$ cat src/rtl/digit_seq_pkg.sv
// Shared types and ROM contents for the digit sequencer.
package digit_seq_pkg;

  localparam int unsigned ROM_DEPTH = 32;

  typedef enum logic [1:0] {
    IDLE = 2'd0,
    SHOW = 2'd1,
    GAP  = 2'd2
  } state_t;

  // Fixed digit pattern: entry i = (7*i + 3) mod 16
  function automatic logic [3:0] rom_digit(input int unsigned idx);
    return 4'((7 * idx + 3) % 16);
  endfunction

endpackage

$ cat src/rtl/seq_step_edge.sv
// Rising-edge detector for the single-step request; history is a registered copy of step.
module seq_step_edge (
  input  logic clk,
  input  logic reset,
  input  logic step,
  output logic rise_c
);

  logic step_q;

  always_ff @(posedge clk) begin
    if (reset) step_q <= 1'b0;
    else       step_q <= step;
  end

  assign rise_c = step & ~step_q;

endmodule

$ cat src/rtl/digit_sequencer.sv
// Timed digit stream for the seg7hex decoder with run/pause/step control.
// Optional blank gap between digits enabled by DIGIT_SEQUENCER_GAP_EN.
module digit_sequencer
  import digit_seq_pkg::*;
#(
  parameter int unsigned DEPTH      = ROM_DEPTH,
  parameter int unsigned DWELL_W    = 8,
  parameter int unsigned GAP_CYCLES = 1
) (
  input  logic                     clk,
  input  logic                     reset,
  input  logic                     run,
  input  logic                     pause,
  input  logic                     step,
  input  logic [DWELL_W-1:0]       dwell,
  output logic [3:0]               hex,
  output logic                     blank,
  output logic [$clog2(DEPTH)-1:0] index,
  output logic                     wrap
);

  localparam int unsigned IDX_W = $clog2(DEPTH);
  localparam int unsigned GAP_W = $clog2(GAP_CYCLES + 1);
  localparam int unsigned CNT_W = (DWELL_W > GAP_W) ? DWELL_W : GAP_W;

  state_t             state_q, state_d;
  logic [CNT_W-1:0]   cnt_q, cnt_d;
  logic [3:0]         hex_q, hex_d;
  logic               blank_q, blank_d;
  logic [IDX_W-1:0]   index_q, index_d;
  logic               wrap_q, wrap_d;
  logic [IDX_W-1:0]   idx_nxt;
  logic               step_rise_c;
  logic               expire;
  logic               load_next;

  seq_step_edge u_step_edge (
    .clk    (clk),
    .reset  (reset),
    .step   (step),
    .rise_c (step_rise_c)
  );

  always_ff @(posedge clk) begin
    if (reset) begin
      state_q <= IDLE;
      cnt_q   <= '0;
      hex_q   <= 4'h0;
      blank_q <= 1'b1;
      index_q <= '0;
      wrap_q  <= 1'b0;
    end else begin
      state_q <= state_d;
      cnt_q   <= cnt_d;
      hex_q   <= hex_d;
      blank_q <= blank_d;
      index_q <= index_d;
      wrap_q  <= wrap_d;
    end
  end

  // Next-state: run=0 dominates, then pause/step, then counter expiry
  always_comb begin
    state_d   = state_q;
    cnt_d     = cnt_q;
    hex_d     = hex_q;
    blank_d   = blank_q;
    index_d   = index_q;
    wrap_d    = 1'b0;
    expire    = 1'b0;
    load_next = 1'b0;
    idx_nxt   = index_q + IDX_W'(1);

    if (!run) begin
      state_d = IDLE;
      blank_d = 1'b1;
      index_d = '0;
    end else begin
      if (state_q == SHOW || state_q == GAP) begin
        if (pause)                expire = step_rise_c;
        else if (cnt_q != '0)     cnt_d  = cnt_q - CNT_W'(1);
        else                      expire = 1'b1;
      end

      case (state_q)
        IDLE: begin
          state_d = SHOW;
          index_d = '0;
          hex_d   = rom_digit(0);
          blank_d = 1'b0;
          cnt_d   = CNT_W'(dwell);
        end
        SHOW: begin
          if (expire) begin
`ifdef DIGIT_SEQUENCER_GAP_EN
            state_d = GAP;
            blank_d = 1'b1;
            cnt_d   = CNT_W'(GAP_CYCLES - 1);
`else
            load_next = 1'b1;
`endif
          end
        end
        GAP: begin
          if (expire) load_next = 1'b1;
        end
        default: state_d = IDLE;
      endcase

      if (load_next) begin
        state_d = SHOW;
        index_d = idx_nxt;
        hex_d   = rom_digit(32'(idx_nxt));
        blank_d = 1'b0;
        cnt_d   = CNT_W'(dwell);
        wrap_d  = (index_q == IDX_W'(DEPTH - 1));
      end
    end
  end

  assign hex   = hex_q;
  assign blank = blank_q;
  assign index = index_q;
  assign wrap  = wrap_q;

endmodule

$ cat config.mk
export PLATFORM = sky130hd
export DESIGN_NAME = digit_sequencer
export DESIGN_NICKNAME = d
export VERILOG_FILES = /design/src/rtl/digit_seq_pkg.sv /design/src/rtl/seq_step_edge.sv /design/src/rtl/digit_sequencer.sv
export SDC_FILE = /design/constraint.sdc
export NUM_CORES = 1
export LEC_CHECK = 0
export CAP_MARGIN = 20
export CORE_MARGIN = 4
export CORE_UTILIZATION = 30
export CTS_CLUSTER_DIAMETER = 200
export CTS_CLUSTER_SIZE = 28
export DETAILED_ROUTE_END_ITERATION = 16
export PLACE_DENSITY = 0.53
export SYNTH_ARGS = -nofsm -noshare
export SYNTH_HDL_FRONTEND = slang
export SYNTH_HIERARCHICAL = 1
export SYNTH_SLANG_ARGS = --single-unit
$ cat constraint.sdc
create_clock -name clk -period 5.8 [get_ports clk]
set_input_delay 1.74 -clock clk [delete_from_list [all_inputs] [get_ports clk]]
set_output_delay 1.74 -clock clk [all_outputs]
set_load 0.01 [all_outputs]
Yosys cells after proc, flatten, opt, wreduce, memory -nomap -nowiden:

Cells that the tools add are included.

* multiply operators: 1
* muxes and demuxes: 20
* $add $sub $neg: 3
* reduce and logical (&&, ||, !) cells: 12
* equality and inequality tests: 5
* bitwise logic cells: 4

Operators with widths (count)
* 2-to-1 mux 8 bit: 5
* 2-to-1 mux 1 bit: 10
* 2-to-1 mux 5 bit: 2
* 2-to-1 mux 4 bit: 2
* nonzero test 8 bit: 1
* subtractor 8 x 1 -> 8 bit (second input constant): 1
* nonzero test 3 bit: 2
* OR reduction 3 bit: 2
* adder 5 x 1 -> 5 bit (second input constant): 1
* == test 5 bit (second input constant): 1
* multiplier 3 x 5 -> 4 bit (first input constant): 1
* adder 4 x 2 -> 4 bit (second input constant): 1
* case mux 2 bit (2 select lines): 1
* AND reduction 4 bit: 1
* OR reduction 2 bit: 2
* inequality test 3 x 1 -> 1 bit (second input constant): 1
* NOT 1 bit: 3
* == test 2 x 1 -> 1 bit (second input constant): 1
* == test 2 bit (second input constant): 1
* logical NOT 2 bit: 1
* inequality test 2 x 1 -> 1 bit (second input constant): 1
* AND reduction 2 bit: 1
* nonzero test 2 bit: 1
* bitwise AND 1 bit: 1
* logical OR 1 bit: 1

* output and inout port bits: 11
* bits of input ports: 13
* flip-flop bits (word level): 22
* word-level logic and storage cells: 53

Longest topological paths before layout:

* depth in word-level cells: 10
* depth in mapped cells: 11
* depth with buffers taken out: 11

Hierarchy:

Netlist, hierarchy kept.

Modules (own cells, without submodules)
* digit_sequencer: area each 1198.6 µm², cells an instance 145, times used 1, seq. area each 400.4 µm²
* seq_step_edge: area each 47.5 µm², cells an instance 3, times used 1, seq. area each 20.0 µm²

Least setup slack after synthesis:

Ideal clock, no wire load.

* kind: in2reg
* start point: in step
* end point: reg cnt_q[7]
* arrival: 2760 ps
* data required time: 5672 ps
* buffers on the path: 1
* setup slack: 2913 ps
* library setup time: 128 ps
* stages on the path: 7
* cells stage by stage: nor2b_4 > a21bo_2 > a31o_1 > buf_6 > a32o_1 > a22oi_1 > nor2_1

* word-level cells in the longest chain between the ends: 9
* elaborated cells on any way between the ends: 12
* classes of those cells: eq/ne (1); mux (7); bitwise (1); reduce/logical (3)

RTL lines
* start: declaration: line digit_sequencer.sv:14 `input logic step,`
* bitwise AND 1 bit *: line seq_step_edge.sv:16 `assign rise_c = step & ~step_q;`
* 2-to-1 mux 1 bit *: line digit_sequencer.sv:80 `if (pause) expire = step_rise_c;`
* 2-to-1 mux 1 bit *: line digit_sequencer.sv:79 `if (state_q == SHOW || state_q == GAP) begin`
* 2-to-1 mux 1 bit *: line digit_sequencer.sv:74 `if (!run) begin`
* 2-to-1 mux 1 bit *: line digit_sequencer.sv:94, digit_sequencer.sv:105
* 2-to-1 mux 1 bit *
* 2-to-1 mux 1 bit *: line digit_sequencer.sv:74
* inequality test 3 x 1 -> 1 bit (no line) or nonzero test 3 bit (tied branches)
* AND reduction 4 bit (no line)
* end signal: assignment: line digit_sequencer.sv:54 `cnt_q <= cnt_d;`
* end: declaration: line digit_sequencer.sv:27 `logic [CNT_W-1:0] cnt_q, cnt_d;`

Every way passes the cells marked *; elsewhere a longest branch is shown, timed or not. The select of a mux whose other input is x is not followed.
A chain may end at the register's enable or synchronous reset.

Worst setup path after layout:

* start point: in pause
* end point: reg cnt_q[5]

* word-level cells in the longest chain between the ends: 8
* elaborated cells on any way between the ends: 11
* classes of those cells: eq/ne (1); mux (7); reduce/logical (3)

RTL lines
* start: declaration: line digit_sequencer.sv:13 `input logic pause,`
* 2-to-1 mux 1 bit: line digit_sequencer.sv:80
* 2-to-1 mux 1 bit: line digit_sequencer.sv:79
* 2-to-1 mux 1 bit: line digit_sequencer.sv:74
* 2-to-1 mux 1 bit: line digit_sequencer.sv:94, digit_sequencer.sv:105
* 2-to-1 mux 1 bit
* 2-to-1 mux 1 bit: line digit_sequencer.sv:74
* inequality test 3 x 1 -> 1 bit (no line) or nonzero test 3 bit (tied branches)
* AND reduction 4 bit (no line)

Several ways; a longest one is shown, not always the timed one. The select of a mux whose other input is x is not followed.

==> summary.md <==
| Metric | Value |
|---|---|
| Status | completed |
| Worst-case reg-to-reg path depth | 11 |
| Routed vias/inst | 4.99 |
| Post-synthesis sequential area ratio | 33.7% |
| Post-Synthesis Cells | 148 |
| FF-to-FF End | hex[3]$_SDFFE_PP0P_ |
| N_diodes | 0 |
| # setup viols final | 0 |
| Initial antenna violation count | 0 |
| Crit path kind | input port to flip-flop |
| Final #Nets | 192 |
| Hold Worst Slack | 464 ps |
| Ys Warns | 6 |
| Pre-CTS setup slack | 1960 ps |
| Worst skew pair latency | 260 ps |
| H-tree level count | 1 |
| Post-synthesis register bit count | 21 |
| Std-Cell Rows | 23 |
| CTS Buf Count | 3 |
| Worst setup SP type | input port |
| Reg2Reg Setup Slack | 3170 ps |
| Post-Route WL | 2.88 mm |
| Most frequent cells in the layout | clkdlybuf4s50_1 (23), dfxtp_1 (21), nor2_1 (16) |
| Drt first pass iters | 4 |
| Global-route usage over all layers | 12.0% |
| I/O pin total | 24 |
| Mean Syn Cell Area | 8.42 sq um |
| Post-CTS Resized | 0 |
| Post-synth EDFFs | 0 |
| Leak Pwr | 0.576 nW |
| Fin crit share | 62.5% |
| Max FO, Critical Path | 20 |
| Mapped cell area | 1250 sq um |
| WP data required | 5930 ps |
| Hold Startpoint | hex[2]$_SDFFE_PP0P_ |
| Fin worst setup slack | 2180 ps |
| Worst hold endpoint | hex[2]$_SDFFE_PP0P_ |
| Tmin final | 3620 ps |
| Area Growth Syn to Fin | 24.2% |
| Top_reg_cell synth | dfxtp_1 |
| Largest net degree at the start of global routing | 21 |
| Via count | 1092 |
| PD cells | 209 nW/um^2 |
| CTS tree | yes |
| Fraction of layout cells with a size suffix above 1 | 5.92% |
| Max_cap viols | 0 |
| Clk pin slew, worst setup/hold paths | 80 ps |
| Setup TNS | 0 ps |
| CTS Sinks | 21 |
| Nature of the critical path endpoint | flip-flop |
| Critical path launch point | pause |
| Post-Syn Nets | 170 |
| Clk buf depth | 2 |
| Non-filler instance count after layout | 219 |
| Worst hold path depth | 2 |
| Setup repair bufs after CTS | 0 |
| Input/output buffers | 23 |
| Min-Delay Path Class | flip-flop to flip-flop |
| Commonest non-fill, non-tap cell in the layout | clkdlybuf4s50_1 |
| Placed Cells | 215 |
| Clk_skew | 4.79 ps |
| Max-slew violation count | 0 |
| CTS root buf | clkbuf_8 |
| WL/cell | 13.1 microns |
| Relative slew slack | 54.0% |
| Total Die Area | 5250 sq um |
| Fmax | 276 MHz |
| GPL Wtd Cong | 0.835 |
| Hold Buf Count CTS | 0 |
| Final Hold Viols | 0 |
| Design Power | 0.324 mW |
| Grt ovf | 0 |
| Drt drc | 0 |
| 1st-iter DRT viols | 51 |
| Post-synth ARST share | 0% |
| Actual slew at the worst max-slew pin | 690 ps |
| Crit path DAT | 3750 ps |
| Detailed-placement wirelength estimate | 2.13 mm |
| Placeable core region | 4000 sq um |
| Unique masters post-synth | 39 |
| Initial Utilization | 31.2% |
| Wire length of the first global-routing pass | 5.10 mm |
| Antenna-violating nets left | 0 |
| Chip height | 72.5 microns |
| Vias in the first global route | 1129 |
| Maximum vdd drop | 0.0918 mV |
| Die Span X | 72.5 microns |
| Launching point of the worst reg2reg path | index[0]$_SDFFE_PP0P_ |
| RSZ-0062 raised after global routing | false |
cell usage after synthesis, types with 2 or more instances:
master	instances	area (sq um)
dfxtp_1	21	420
nor2_1	16	60.1
a21oi_1	11	55.1
nand2_1	11	41.3
ha_1	9	113
inv_1	8	30.0
nor3_1	7	35.0
o21ai_0	7	35.0
xnor2_1	7	61.3
nand3_1	4	20.0
o21ai_1	4	20.0
a211oi_1	3	22.5
and2_1	3	18.8
xor2_1	3	26.3
a31oi_1	2	12.5
a32o_1	2	20.0
and2_0	2	12.5
buf_2	2	10.0
clkbuf_1	2	7.51
mux2i_1	2	20.0
nand3b_1	2	15.0
nor2b_4	2	27.5
nor3b_2	2	25.0
critical path: stages:
cell and delay (ps):
clkdlybuf4s50_1 550, nor3b_2 340, a31o_1 640, mux2i_1 260
a2bb2oi_1 160, nor2_1 50
state kept, by name, indices dropped and copies added, names as in the netlist:
| signal | flops |
|---|---|
| hex | 4 |
| wrap | 1 |
| state_q | 1 |
| index | 5 |
| u_step_edge/step_q | 1 |
| cnt_q | 8 |
| blank | 1 |
logic make-up (layout without fill, tap and decap cells):
family	count (synthesis)	in the layout	share of synthesized area, %
AOI/OAI and AO/OA	37	37	18.7
adders and majority gates	9	9	9.04
buffers and inverters	14	35	5.32
muxes	2	2	1.61
and+or+nand+nor	55	55	24.6
xor gates and xnor gates	10	10	7.03
DFF	21	21	33.7
stage by stage:
stage	area, sq um	util, %
after detailed placement	1500	37.6
final	1550	38.7
after floorplan	1250	-
after global routing	1550	38.7
after CTS	1550	38.7
after global placement	1500	37.6
worst max-delay path by stage:
stage | end | cells past startpoint
6_report | cnt_q[5]$_SDFFE_PP0P_ | 6
5_1_grt | cnt_q[5]$_SDFFE_PP0P_ | 6
4_1_cts | cnt_q[5]$_SDFFE_PP0P_ | 6
3_5_place_dp | cnt_q[5]$_SDFFE_PP0P_ | 6
3_3_place_gp | cnt_q[5]$_SDFFE_PP0P_ | 6
2_1_floorplan | cnt_q[7]$_SDFFE_PP0P_ | 7
power by group:
part	internal, mW	switching [mW]	leakage (nW)
logic	0.0344	0.0354	0.381
registers	0.151	0.00744	0.172
clock network	0.0489	0.0468	0.0228
total	0.234	0.0896	0.576
metal layers:
| layer | track usage [%] | routed length, microns |
|---|---|---|
| met5 | 0 | 0 |
| met1 | 14.9 | 1380 |
| met2 | 19.7 | 1360 |
| met4 | 4.71 | 12 |
| met3 | 3.19 | 125 |
layout make-up:
type / count / area, sq um
Fill cell: 407 / 2450
Multi-Input combinational cell: 113 / 759
Sequential cell: 21 / 420
Timing Repair Buffer: 23 / 230
Tap cell: 50 / 62.6
Clock buffer: 4 / 45.0
Inverter: 8 / 30.0
Note: power is estimated with default switching activity, not from simulation.
